### src/rtl/if_fetch_unit.sv
// Instruction fetch stage: issues one request at a time to instruction memory, parks a
// returned instruction in a skid register while decode stalls, and drains in-flight fetches after a redirect.
module if_fetch_unit #(
    parameter logic [31:0] RESET_PC = 32'h00000060
) (
    input  logic        clk,
    input  logic        rst,
    input  logic        stall,
    input  logic        redirect,
    input  logic [31:0] redirect_pc,
    output logic        imem_read,
    output logic [31:0] imem_address,
    input  logic [31:0] imem_rdata,
    input  logic        imem_resp,
    output logic [31:0] pc_o,
    output logic [31:0] pc_plus4_o,
    output logic [31:0] instr_o,
    output logic        valid_o
);

    typedef enum logic [1:0] {
        FETCH,
        HOLD,
        DRAIN
    } state_t;

    state_t      state, state_n;
    logic [31:0] pc, pc_n;
    logic [31:0] skid_pc, skid_pc_n;
    logic [31:0] skid_instr, skid_instr_n;
    logic [31:0] target, target_n;
    logic [31:0] pc_o_n, pc_plus4_o_n, instr_o_n;
    logic        valid_o_n;
    logic [31:0] pc_plus4, skid_pc_plus4;

    assign pc_plus4      = pc + 32'd4;
    assign skid_pc_plus4 = skid_pc + 32'd4;

    // HOLD already owns the instruction at pc, so no request is outstanding there.
    assign imem_read    = !rst && (state != HOLD);
    assign imem_address = pc;

    always_ff @(posedge clk or posedge rst) begin
        if (rst) begin
            state      <= FETCH;
            pc         <= RESET_PC;
            skid_pc    <= '0;
            skid_instr <= '0;
            target     <= '0;
            pc_o       <= '0;
            pc_plus4_o <= '0;
            instr_o    <= '0;
            valid_o    <= 1'b0;
        end else begin
            state      <= state_n;
            pc         <= pc_n;
            skid_pc    <= skid_pc_n;
            skid_instr <= skid_instr_n;
            target     <= target_n;
            pc_o       <= pc_o_n;
            pc_plus4_o <= pc_plus4_o_n;
            instr_o    <= instr_o_n;
            valid_o    <= valid_o_n;
        end
    end

    always_comb begin
        state_n      = state;
        pc_n         = pc;
        skid_pc_n    = skid_pc;
        skid_instr_n = skid_instr;
        target_n     = target;
        pc_o_n       = pc_o;
        pc_plus4_o_n = pc_plus4_o;
        instr_o_n    = instr_o;
        valid_o_n    = valid_o;

        unique case (state)
            FETCH: begin
                if (redirect) begin
                    pc_o_n       = '0;
                    pc_plus4_o_n = '0;
                    instr_o_n    = '0;
                    valid_o_n    = 1'b0;
                    if (imem_resp) begin
                        pc_n = redirect_pc;
                    end else begin
                        // The request in flight must complete before pc may move.
                        target_n = redirect_pc;
                        state_n  = DRAIN;
                    end
                end else if (imem_resp) begin
                    if (stall) begin
                        skid_pc_n    = pc;
                        skid_instr_n = imem_rdata;
                        state_n      = HOLD;
                    end else begin
                        pc_o_n       = pc;
                        pc_plus4_o_n = pc_plus4;
                        instr_o_n    = imem_rdata;
                        valid_o_n    = 1'b1;
                        pc_n         = pc_plus4;
                    end
                end else if (!stall) begin
                    pc_o_n       = '0;
                    pc_plus4_o_n = '0;
                    instr_o_n    = '0;
                    valid_o_n    = 1'b0;
                end
            end
            HOLD: begin
                if (redirect) begin
                    pc_o_n       = '0;
                    pc_plus4_o_n = '0;
                    instr_o_n    = '0;
                    valid_o_n    = 1'b0;
                    pc_n         = redirect_pc;
                    state_n      = FETCH;
                end else if (!stall) begin
                    pc_o_n       = skid_pc;
                    pc_plus4_o_n = skid_pc_plus4;
                    instr_o_n    = skid_instr;
                    valid_o_n    = 1'b1;
                    pc_n         = pc_plus4;
                    state_n      = FETCH;
                end
            end
            DRAIN: begin
                if (redirect || !stall) begin
                    pc_o_n       = '0;
                    pc_plus4_o_n = '0;
                    instr_o_n    = '0;
                    valid_o_n    = 1'b0;
                end
                if (imem_resp) begin
                    pc_n    = redirect ? redirect_pc : target;
                    state_n = FETCH;
                end else if (redirect) begin
                    target_n = redirect_pc;
                end
            end
            default: begin
                state_n = FETCH;
            end
        endcase
    end

endmodule

### config.mk
export PLATFORM = sky130hd
export DESIGN_NAME = if_fetch_unit
export DESIGN_NICKNAME = d
export VERILOG_FILES = /design/src/rtl/if_fetch_unit.sv
export SDC_FILE = /design/constraint.sdc
export NUM_CORES = 1
export LEC_CHECK = 0
export CORE_MARGIN = 2
export CORE_UTILIZATION = 50
export CTS_CLUSTER_SIZE = 40
export DETAILED_ROUTE_END_ITERATION = 8
export HOLD_SLACK_MARGIN = 0.05
export PLACE_DENSITY_LB_ADDON = 0.3
export SYNTH_ARGS = -nofsm -noshare
export SYNTH_HDL_FRONTEND = slang
export SYNTH_SLANG_ARGS = --single-unit
### constraint.sdc
create_clock -name clk -period 12.38 [get_ports clk]
set_input_delay 3.095 -clock clk [delete_from_list [all_inputs] [get_ports clk]]
set_output_delay 3.095 -clock clk [all_outputs]
set_load 0.01 [all_outputs]
Word-level counts from Yosys, hierarchy flattened
Index checks and enable logic that the tools add are counted.
- bits in registers: 227
- input bits: 69
- output and inout bits: 130
- logic and storage cells: 87
- add/sub/neg operators: 2
- equality and inequality tests: 15
- multiplexer cells: 47
- bitwise gates (word level): 1
- reduce and logical (&&, ||, !) cells: 13
- operator list (operator ; count):
    32-bit two-way mux ; 27
    32-bit one-hot mux with 3 select lines ; 4
    32-bit by 3-bit adder with 32-bit output (second input constant) ; 2
    32-bit one-hot mux with 2 select lines ; 1
    3-bit inequality test (second input constant) ; 5
    2-bit two-way mux ; 7
    2-bit inequality test (second input constant) ; 6
    4-bit AND reduction ; 3
    1-bit two-way mux ; 6
    2-bit one-hot mux with 3 select lines ; 1
    3-bit AND reduction ; 2
    5-bit AND reduction ; 1
    4-bit inequality test (second input constant) ; 1
    1-bit one-hot mux with 3 select lines ; 1
    3-bit nonzero test ; 1
    2-bit by 1-bit == test with 1-bit output (second input constant) ; 1
    2-bit == test (second input constant) ; 1
    1-bit zero test ; 2
    2-bit zero test ; 1
    2-bit by 1-bit inequality test with 1-bit output (second input constant) ; 1
    2-bit nonzero test ; 1
    1-bit logical AND ; 1
    1-bit logical OR ; 1
    1-bit inverter ; 1

Longest topological paths before layout
- word-level depth: 5
- mapped depth: 10
- depth with buffers taken out: 7

Least setup slack after synthesis
No wires, ideal clock.
- path kind: input to output
- start: in rst
- end: out imem_read
- arrival: 3.252 ns
- data required time: 9.285 ns
- slack: 6.033 ns
- stages on the path: 1
- path buffers: 0
- path through: nor2_1
- cells in the longest elaborated chain, start to end: 2
- RTL lines (what ; line ; text):
    from (decl) ; 7 ; input logic rst,
    1-bit zero test (no source line) ; - ;
    1-bit logical AND ; 40 ; assign imem_read = !rst && (state != HOLD);
    to (decl) ; 11 ; output logic imem_read,
Every way passes these cells.

Final worst setup path
Ends and elaborated chain as after synthesis.

==> run_results.csv <==
group,metric,value,unit
floorplan,die_h,153,um
final_layout,syn_to_final_growth,26.9,%
critical_path,cp-start-kind,"input port",
worst_hold_path,hp-class,"register to register",
timing,finalSetupViolations,0,
clock_tree,cts_setup_buffers,0,
route,vias,9389,
global_route,grt_pass1_vias,8758,
route,route.detailed.drc,0,
route,dr.first_iter.drc_count,928,
final_layout,n_antenna_cell,0,
final_layout,seq_area,5630,sq um
global_route,antenna_found_initial,0,
route,drtAntennaViolNets,0,
route,via_per_inst,6.06,
synth,synthesis.area,11100,sq um
final_layout,nets,1324,
status,status,"finished clean",
synth,ys_warn_count,0,
critical_path,reg2reg_slack,8970,ps
synth,syn_nets,1185,
floorplan,die-area,23500,sq um
power,p_per_area,259,nW/um^2
route,dr.pass1.iters,5,
timing,skew,9.52,ps
final_layout,multi_input_area,5090,sq um
placement,routabilityCongestion,0.936,
power,ir_worst_vdd,0.132,mV
critical_path,end_kind,"primary output",
timing,fin_crit_sh,0.595,
synth,synth-async-reset-ratio,1.00,
global_route,grt_max_degree,156,
clock_tree,clk_pin_slew,60,ps
worst_hold_path,hold_path_end,"pc_plus4_o[2]",
critical_path,r2r-start,"state[0]",
synth,netlist_instances,1110,
final_layout,final_core_util,0.647,
synth,ys_seq_elements,225,
synth,seq_area_frac_synth,0.506,
critical_path,timing.rr.end,"pc_plus4_o[16]",
floorplan,ios,199,
timing,holdWs,479,ps
timing,report.final.slew_viol_count,0,
floorplan,core,21800,sq um
critical_path,crit_fanout,2,
final_layout,layout.cells.non_filler,1549,
power,p_total,3650,uW
clock_tree,cts_buffer_depth,3,
synth,synth_top_flop_cell,"dfrtp_1",
synth,synth.distinct_cells,56,
timing,max_freq,136,MHz
floorplan,die_w,153,um
critical_path,arrival,4270,ps
timing,maxSlewHeadroom,0.231,
global_route,grt_use_total,0.258,
critical_path,critPathKind,"input port to primary output",
worst_hold_path,min_path_cells,2,
global_route,grt_overflow_total,0,
timing,fin_setup_tns,0,ps
synth,synth_edf_count,0,
final_layout,fillCellCount,1741,
floorplan,fp-row-count,54,
final_layout,layout-drive-gt1-share,0.132,
placement,hpwl,19.9,mm
timing,hold_viol_final,0,
placement,port_buffers,198,
clock_tree,postCtsResizedCells,0,
power,leakagePower,0.00588,uW
clock_tree,clk_latency,520,ps
route,wirelength,30.6,mm
clock_tree,cts_sinks,225,
route,wl_per_cell,19.8,um
clock_tree,root_buffer,"clkbuf_16",
clock_tree,postCtsHoldBufs,0,
clock_tree,cts_made_buffers,26,
floorplan,initial_core_util,0.510,
timing,rsz0062_at_grt,"no",
placement,post-place-cells,1501,
synth,syn-mean-instance-area,10.0,sq um
timing,worst_slew_pin_slew,1150,ps
clock_tree,cts_tree,"built",
critical_path,cp.required,9280,ps
timing,fin_crit,7360,ps
worst_hold_path,hp-start,"pc_plus4_o[2]",
global_route,grt_pass1_wl,49.3,mm
critical_path,r2r.worst_path.cells,9,
clock_tree,htreeDepth,1,
run,drv_cap,0,
[metal layers]
metal | vias up | global-route usage | wire [um]
met2 | 438 | 0.386 | 13700
met5 | - | 0 | 0
met3 | 45 | 0.0442 | 2670
li1 | 4299 | - | -
met1 | 4607 | 0.394 | 13700
met4 | 0 | 0.0569 | 531
[placed cells by master (no fill, tap or decap), types with 11 or more instances in the layout]
cell and n:
o21ai_0 69, mux2_2 89, nor4_1 13, nand2_1 88, a221oi_1 75, clkdlybuf4s50_1 197, a21oi_1 39, dfrtp_1 223
xnor2_1 31, inv_1 15, nand3_1 18, nor2_1 172, nor3_1 13, and3_1 16, xor2_1 16, o31a_1 11
clkbuf_16 27, nand4_1 17
[worst max-delay path by stage]
stage / startpoint / end / slack [ps] / cells past startpoint
2_1_floorplan: rst / imem_address[0] / 3130 / 1
3_3_place_gp: rst / imem_read / 5000 / 3
3_5_place_dp: rst / imem_read / 5020 / 3
4_1_cts: rst / imem_read / 5010 / 3
5_1_grt: rst / imem_read / 4940 / 3
6_report: rst / imem_read / 5020 / 3
[registers in the layout (all words and copies together), names as in the netlist]
signal,flops
imem_address,32
instr_o,32
pc_o,32
skid_instr,32
skid_pc,32
target,32
pc_plus4_o,30
state,2
valid_o,1
[critical path, cell delays in order]
cell,delay (ps)
clkdlybuf4s50_1,510
nor2_1,130
clkdlybuf4s50_1,540
[synthesized netlist by cell type, types with 3 or more instances]
library cell,n,area share
or4_1,4,0.0027
o221ai_1,8,0.0063
buf_2,11,0.0049
o21ai_0,69,0.031
mux2_2,89,0.090
nand4_1,17,0.0096
buf_1,8,0.0027
nand2_1,88,0.030
xnor2_1,31,0.024
nor2b_1,4,0.0022
xor2_1,16,0.013
a21oi_1,40,0.018
dfrtp_1,223,0.50
a221o_1,5,0.0045
o22ai_1,8,0.0045
nor4_1,13,0.0073
nor4_2,3,0.0034
and3_1,16,0.0090
nor2_1,174,0.059
and2_1,3,0.0017
or3_1,3,0.0017
o2bb2ai_1,4,0.0031
mux2i_1,9,0.0081
ha_1,6,0.0067
and4_1,4,0.0031
inv_1,16,0.0054
clkbuf_1,73,0.025
nor3_1,13,0.0058
nand2b_1,3,0.0017
nand3_1,19,0.0085
a211oi_1,5,0.0034
a221oi_1,75,0.059
o31a_1,11,0.0087
o211ai_1,7,0.0047
[cell families (layout without fill, tap and decap cells)]
family,Yosys count,in the layout,share of synthesized area
flops,225,225,0.506
fa+ha+maj,6,6,0.00674
compound gates,249,249,0.155
buf+inv,112,271,0.0405
xor+xnor,47,47,0.0370
mux,98,98,0.0981
simple gates,373,373,0.156
[per-stage QoR]
step / instance area, sq um / worst slack, ps
2_1_floorplan: 11100 / 3130
3_3_place_gp: 13200 / 5000
3_5_place_dp: 13200 / 5020
4_1_cts: 14100 / 5010
5_1_grt: 14100 / 4940
6_report: 14100 / 5020
[power breakdown]
group          total (uW)  switching (uW)  internal, uW
logic                1390             683           710
registers            1440             361          1080
clock network         822             306           516
[area by class of cell]
cell class | instances | share of cell area
clock inverter | 14 | 0.0123
inverter | 16 | 0.00478
clock buffer | 34 | 0.0539
timing repair buffer | 207 | 0.145
multi-input combinational | 773 | 0.361
tap | 280 | 0.0248
sequential | 225 | 0.399
Note: power is estimated with default switching activity, not from simulation.
